[src/rtl/lvds_tx_pkg.sv]
// Shared types and defaults for the LVDS DDR serializer.
package lvds_tx_pkg;

   typedef enum logic [1:0] {WARMUP, TRAIN, IDLE, DATA} tx_state_t;

   localparam int         DEF_WARMUP_CYC = 4;
   localparam logic [7:0] DEF_TRAIN_WORD = 8'hA5;

endpackage

[src/rtl/lvds_ddr_shifter.sv]
// Word shift register and beat counter; drives the ODDR D0/D1 flops two bits per cycle.
module lvds_ddr_shifter #(
   parameter int WORD_W = 8
) (
   input  logic              clk,
   input  logic              rst_n,
   input  logic              load,
   input  logic [WORD_W-1:0] word,
   input  logic              shift,
   input  logic              hold,
   input  logic              hold_d0,
   input  logic              hold_d1,
   output logic              d0,
   output logic              d1,
   output logic              last_beat
);

   localparam int BW = $clog2(WORD_W/2);

   logic [WORD_W-3:0] sr;
   logic [BW-1:0]     beat;

   // Priority: a new word wins over shifting, shifting over the fixed hold pattern.
   always_ff @(posedge clk or negedge rst_n) begin
      if (!rst_n) begin
         d0   <= 1'b0;
         d1   <= 1'b0;
         sr   <= '0;
         beat <= '0;
      end else if (load) begin
         d0   <= word[0];
         d1   <= word[1];
         sr   <= word[WORD_W-1:2];
         beat <= '0;
      end else if (shift) begin
         d0   <= sr[0];
         d1   <= sr[1];
         sr   <= sr >> 2;
         beat <= beat + BW'(1);
      end else if (hold) begin
         d0   <= hold_d0;
         d1   <= hold_d1;
         beat <= '0;
      end
   end

   assign last_beat = (beat == BW'(WORD_W/2 - 1));

endmodule

[src/rtl/lvds_ddr_serializer.sv]
// Handshake front end and warm-up/training/idle sequencing for an ODDR + LVDS output pair.
module lvds_ddr_serializer import lvds_tx_pkg::*; #(
   parameter int              WORD_W      = 8,
   parameter int              WARMUP_CYC  = DEF_WARMUP_CYC,
   parameter logic [WORD_W-1:0] TRAIN_WORD = WORD_W'(DEF_TRAIN_WORD),
   parameter int              TRAIN_WORDS = 4,
   parameter logic            IDLE_D0     = 1'b0,
   parameter logic            IDLE_D1     = 1'b1
) (
   input  logic              clk,
   input  logic              rst_n,
   input  logic [WORD_W-1:0] in_data,
   input  logic              in_valid,
   output logic              in_ready,
   input  logic              train_req,
   output logic              d0,
   output logic              d1,
   output logic              busy
);

   localparam int WCW = $clog2(WARMUP_CYC + 1);
   localparam int TCW = $clog2(TRAIN_WORDS + 1);

   generate
      if ((WORD_W % 2) != 0 || WORD_W < 4 || TRAIN_WORDS < 1) begin : g_bad_cfg
         $error("lvds_ddr_serializer: WORD_W must be even and >= 4, TRAIN_WORDS >= 1");
      end
   endgenerate

   tx_state_t         state, state_n;
   logic [WCW-1:0]    warm_cnt, warm_n;
   logic [TCW-1:0]    train_cnt, train_n;
   logic              train_pend, pend_n;
   logic              treq;

   logic              load, shift, hold, hold_d0, hold_d1, last_beat;
   logic [WORD_W-1:0] ld_word;

   always_ff @(posedge clk or negedge rst_n) begin
      if (!rst_n) begin
         state      <= WARMUP;
         warm_cnt   <= '0;
         train_cnt  <= '0;
         train_pend <= 1'b0;
      end else begin
         state      <= state_n;
         warm_cnt   <= warm_n;
         train_cnt  <= train_n;
         train_pend <= pend_n;
      end
   end

   // A request seen mid-word is remembered so it still wins at the word boundary.
   assign treq = train_req | train_pend;

   always_comb begin
      state_n  = state;
      warm_n   = warm_cnt;
      train_n  = train_cnt;
      pend_n   = train_pend;
      load     = 1'b0;
      ld_word  = in_data;
      shift    = 1'b0;
      hold     = 1'b0;
      hold_d0  = IDLE_D0;
      hold_d1  = IDLE_D1;
      in_ready = 1'b0;
      case (state)
         WARMUP: begin
            if (warm_cnt == WCW'(WARMUP_CYC - 1)) begin
               load    = 1'b1;
               ld_word = TRAIN_WORD;
               train_n = '0;
               state_n = TRAIN;
            end else begin
               hold    = 1'b1;
               hold_d0 = 1'b0;
               hold_d1 = 1'b0;
               warm_n  = warm_cnt + WCW'(1);
            end
         end
         TRAIN: begin
            if (!last_beat) begin
               shift = 1'b1;
            end else if (train_cnt == TCW'(TRAIN_WORDS - 1)) begin
               hold    = 1'b1;
               state_n = IDLE;
            end else begin
               load    = 1'b1;
               ld_word = TRAIN_WORD;
               train_n = train_cnt + TCW'(1);
            end
         end
         IDLE, DATA: begin
            if (state == DATA && !last_beat) begin
               shift = 1'b1;
               if (train_req) pend_n = 1'b1;
            end else begin
               in_ready = !treq;
               if (treq) begin
                  load    = 1'b1;
                  ld_word = TRAIN_WORD;
                  train_n = '0;
                  pend_n  = 1'b0;
                  state_n = TRAIN;
               end else if (in_valid) begin
                  load    = 1'b1;
                  state_n = DATA;
               end else begin
                  hold    = 1'b1;
                  state_n = IDLE;
               end
            end
         end
         default: state_n = WARMUP;
      endcase
   end

   assign busy = (state != IDLE);

   lvds_ddr_shifter #(.WORD_W(WORD_W)) u_shifter (
      .clk       (clk),
      .rst_n     (rst_n),
      .load      (load),
      .word      (ld_word),
      .shift     (shift),
      .hold      (hold),
      .hold_d0   (hold_d0),
      .hold_d1   (hold_d1),
      .d0        (d0),
      .d1        (d1),
      .last_beat (last_beat)
   );

endmodule

[config.mk]
export PLATFORM = sky130hd
export DESIGN_NAME = lvds_ddr_serializer
export DESIGN_NICKNAME = d
export VERILOG_FILES = /design/src/rtl/lvds_tx_pkg.sv /design/src/rtl/lvds_ddr_shifter.sv /design/src/rtl/lvds_ddr_serializer.sv
export SDC_FILE = /design/constraint.sdc
export NUM_CORES = 1
export LEC_CHECK = 0
export BUFFER_PORTS_ARGS = -buffer_cell sky130_fd_sc_hd__buf_4
export CAP_MARGIN = 0
export CORE_UTILIZATION = 46
export CTS_CLUSTER_DIAMETER = 50
export DETAILED_ROUTE_END_ITERATION = 10
export PLACE_DENSITY_LB_ADDON = 0.05
export SLEW_MARGIN = 20
export SYNTH_ARGS = -nofsm -noshare
export SYNTH_HDL_FRONTEND = slang
export SYNTH_SLANG_ARGS = --single-unit
[constraint.sdc]
create_clock -name clk -period 2.3 [get_ports clk]
set_clock_uncertainty 0.1 [all_clocks]
set_input_delay 0.46 -clock clk [delete_from_list [all_inputs] [get_ports clk]]
set_output_delay 0.46 -clock clk [all_outputs]
set_load 0.1 [all_outputs]
Word-level counts from Yosys, hierarchy flattened
Cells that the tools add are included.
- add/sub/neg operators: 3
- eq/ne operators: 14
- multiplexer cells: 53
- bitwise gates (word level): 2
- reduce and logical (&&, ||, !) cells: 12
- operators with widths (operator ; number):
    $mux 8 ; 5
    $mux 1 ; 27
    $pmux 8 s3 ; 1
    $mux 2 ; 8
    $ne 2x2->1 const B ; 8
    $mux 3 ; 5
    $mux 6 ; 2
    $pmux 3 s3 ; 1
    $add 3x1->3 const B ; 2
    $eq 2x2->1 const B ; 3
    $eq 3x2->1 const B ; 2
    $pmux 1 s3 ; 2
    $pmux 2 s3 ; 1
    $reduce_and 5->1 ; 1
    $reduce_and 4->1 ; 1
    $reduce_bool 2->1 ; 2
    $reduce_and 3->1 ; 1
    $reduce_bool 3->1 ; 1
    $add 2x1->2 const B ; 1
    $eq 2x1->1 const B ; 1
    $logic_not 1->1 ; 2
    $logic_not 2->1 ; 1
    $pmux 1 s2 ; 1
    $reduce_and 2->1 ; 1
    other kinds (4) ; 4
- register bits: 19
- input port bits: 12
- output and inout bits: 4
- logic and storage cells: 92

Logic depth before layout (Yosys ltp)
- depth in word-level cells: 8
- depth in mapped cells: 7
- gate-level depth less buffers: 6

Cells and area by module
A second synthesis with hierarchy kept.
- cells, all modules: 108
- area total of the unflattened synthesis: 1079.8 sq um
- modules (own cells, without submodules) (module ; instances ; cells each ; area an instance (sq um) ; sequential area each (sq um)):
    lvds_ddr_serializer ; 1 ; 63 ; 593.1 ; 225.2
    lvds_ddr_shifter ; 1 ; 45 ; 486.7 ; 250.2

Worst setup path before layout
No wires, ideal clock.
- path type: register to output
- from: reg state[1]
- to: out in_ready
- arrival time: 1.680 ns
- data required time: 1.740 ns
- setup slack: 0.060 ns
- stages on the path, launching flop included: 4
- buffers on the path: 2
- cells stage by stage: dfrtp_1 buf_2 buf_1 and3_1
- longest elaborated chain between the ends: 4
- elaborated cells on any way between the ends: 6
- classes of those cells: eq/ne: 2; mux: 2; reduce/logical: 2
- RTL lines (what ; line ; source):
    from (decl) ; lvds_ddr_serializer.sv:30 ; tx_state_t state, state_n;
    from (signal assigned) ; lvds_ddr_serializer.sv:46 ; state <= state_n;
    $eq 2x2->1 ; lvds_ddr_serializer.sv:68, lvds_ddr_serializer.sv:95 ;
    $logic_and 1x1->1 ; lvds_ddr_serializer.sv:95 ; if (state == DATA && !last_beat) begin
    $mux 1 ; lvds_ddr_serializer.sv:95 ;
    $mux 1 * ; lvds_ddr_serializer.sv:68 ; case (state)
    to (decl) ; lvds_ddr_serializer.sv:14 ; output logic in_ready,
Every way passes the cells marked *; elsewhere a longest branch is shown, timed or not.

Worst setup path after layout
Ends and elaborated chain as after synthesis.

==> results.cfg <==
[global_route]
antenna_found_initial = 0
busiest_layer = met2
overflow = 0
grt_pass1_wl_um = 3910
use_met2_pct = 31.6
grt_use_met1_pct = 28.1
track_usage_pct = 20.4
grt_start_max_net_pins = 20
met3_usage_pct = 3.51
grt_pass1_vias = 872

[final_layout]
antenna_cells = 0
final_nets = 152
stdcell_count = 160
area_growth_pct = 19.5
fin_area_um2 = 1360
drive_gt1_share_pct = 26.5

[yosys]
synth.cell_area_um2 = 1130
synthFlopType = dfrtp_1
synthAdderAreaFrac_pct = 7.73
synth_edf_count = 0
synthCells = 109
ys_warn_count = 0
synthSimpleGateAreaFrac_pct = 11.9
syn_avg_cell_area_um2 = 10.4
async_flop_share_pct = 100
ys_types = 33
synth_top_area_cell = dfrtp_1
ys_seq_area_share_pct = 41.9
synth.area.top_cells = dfrtp_1 (42%), mux2i_1 (11%), ha_1 (7.7%), a21oi_1 (4.0%), mux2_2 (4.0%)
synth_top_family_by_area = compound AO/OA/AOI/OAI gates
ys_ff_latch = 19
synth.area.mux_share_pct = 15.5
yosysTopAreaCellShare_pct = 41.9
synth_compound_area_share_pct = 17.5
synth-xor-area-share_pct = 0.773
syn_nets = 128

[worst_setup_path]
critPathRequiredTime_ps = 1740
path_cells = buf_4, and3_1, buf_6
arrival_ps = 1590
cp_num_buf_inv = 2
max_stage_delay_ps = 640
end_kind = primary output
start_kind = flip-flop
path_delay_family = flip-flops
crit_slowest_cell = dfrtp_1
ff2ff_path_depth = 7
cp.depth = 3
path_class = flip-flop to primary output
crit_fanout = 15
reg2reg_slack_ps = 150

[placed_design]
hpwl_um = 1690
place_inst = 154
dpl_cell_area_um2 = 1300
routabilityCongestion = 0.807
io_buffers = 15
place_ws_ps = 175

[power]
p_leak_nw = 0.658
powerDensity_nw_per_um2 = 1400
peakVddDrop_mv = 0.947
total_power_mw = 1.90

[cts]
cts_root_buffer = clkbuf_4
clk_pin_slew_ps = 110
cts.htree.levels = 1
insertion_delay_ps = 300
cts_tree = done
clock_path_buffers = 2
numCtsBuffers = 3
cts.sinks = 19

[floorplan]
start_util_pct = 49.8
core_um2 = 2280
die_y_um = 51.6
io_pins = 16
die_area_um2 = 2670
placementRows = 17
dieWidth_um = 51.6

[route]
route.detailed.drc = 0
detail_route.wl_per_cell_um = 14.1
drtAntennaViolNets = 0
avgViaCountPerCell = 5.66
drtIter0Drc = 25
via_count = 905
wl_um = 2260
dr.pass1.iters = 4

[timing]
finalSetupViolCount = 0
fin_crit_sh_pct = 93.6
tightest_slew_ps = 463
rsz0062_at_grt = false
fin_crit_ps = 2150
max_clock_freq_mhz = 465
final_hold_viol_count = 0
fin_setup_tns_ps = 0
setup_ws_ps = 147
maxSlewHeadroom_pct = 69.1
finalMaxSlewViolations = 0

[flow_run]
max-cap-violations = 0

[run_status]
status = finished, final reports clean

[worst_hold_path]
hold_path.class = input pin to flip-flop
holdPathStages = 3
path summary, 6_finish.rpt:
kind | startpoint | endpoint
hold reg to reg | warm_cnt[0] | warm_cnt[0]
setup reg to reg | train_cnt[0] | u_shifter.d0
max in group asynchronous | rst_n | u_shifter.sr[4]
setup / recovery | state[1] | in_ready
hold / removal | in_data[1] | u_shifter.d1
min in group asynchronous | rst_n | state[1]
worst reg2reg max path, delay by kind of cell (launching register included):
family / cells / cell delay, ps
compound gates: 2 / 480
fa+ha+maj: 2 / 460
flops: 1 / 410
mux: 1 / 270
buf+inv: 1 / 180
simple gates: 1 / 160
state kept, by name, summed over array words and instances, names as in the netlist:
register / cells
train_pend: 1
u_shifter.d1: 1
train_cnt: 3
u_shifter.sr: 6
state: 2
u_shifter.beat: 2
u_shifter.d0: 1
warm_cnt: 3
Yosys cell counts, types with 2 or more instances:
cell       n
a221o_1    3
nand2b_1   3
buf_2      3
inv_1      6
o21ai_0    7
nor2_1     3
mux2_2     4
nor3_1     2
dfrtp_1   19
a211oi_1   2
ha_1       7
a21oi_1    9
o211ai_1   2
nand2_1    8
mux2i_1   13
layer usage:
metal  part of all wire, %  vias to the layer above
met5                     0                        -
met4                   1.6                        0
met3                   4.1                        5
met2                    45                       19
met1                    49                      434
li1                      -                      447
cell families after synthesis:
group           after synthesis
xor+xnor                      1
flops                        19
fa+ha+maj                     7
simple gates                 24
compound gates               30
buf+inv                      11
mux                          17
placed cells by master, fill, tap and decap left out, drive strengths merged, types with 2 or more instances in the layout:
master	n
inv	6
clkbuf	3
a21oi	9
nand2	8
o21ai	7
o211ai	2
a211oi	2
buf	23
ha	7
nor3	3
a221o	3
dfrtp	19
mux2i	13
nand2b	4
mux2	4
nor2	3
power by group:
part / total (mW) / switching, mW / internal, mW / leakage (nW)
clock network: 0.169 / 0.104 / 0.0649 / 0.0177
logic: 1.13 / 0.625 / 0.509 / 0.409
registers: 0.592 / 0.129 / 0.463 / 0.231
total: 1.90 / 0.858 / 1.04 / 0.658
timing repair:
item | in CTS | in global routing
endpoints found under the setup margin | 0 | 2
endpoints found under the hold margin | 19 | 0
buffers inserted | 0 | 1
resized for setup | 0 | 2
hold buffers | 1 | 0
area by class of cell:
cell class / count / area [um^2]
inverters: 6 / 22.5
clock inverters: 1 / 5.00
clock buffers: 3 / 22.5
flip-flops and latches: 19 / 475
fillers: 199 / 921
repair buffers: 24 / 186
multi-input cells: 79 / 608
well taps: 28 / 35.0
through the flow:
step | hold slack, ps | utilization [%]
floorplan | 64.4 | -
global placement | 248 | 57.3
detailed placement | 251 | 57.3
CTS | 310 | 58.9
global route | 312 | 59.5
finish | 321 | 59.5
Power figures use the tool's default switching activity.
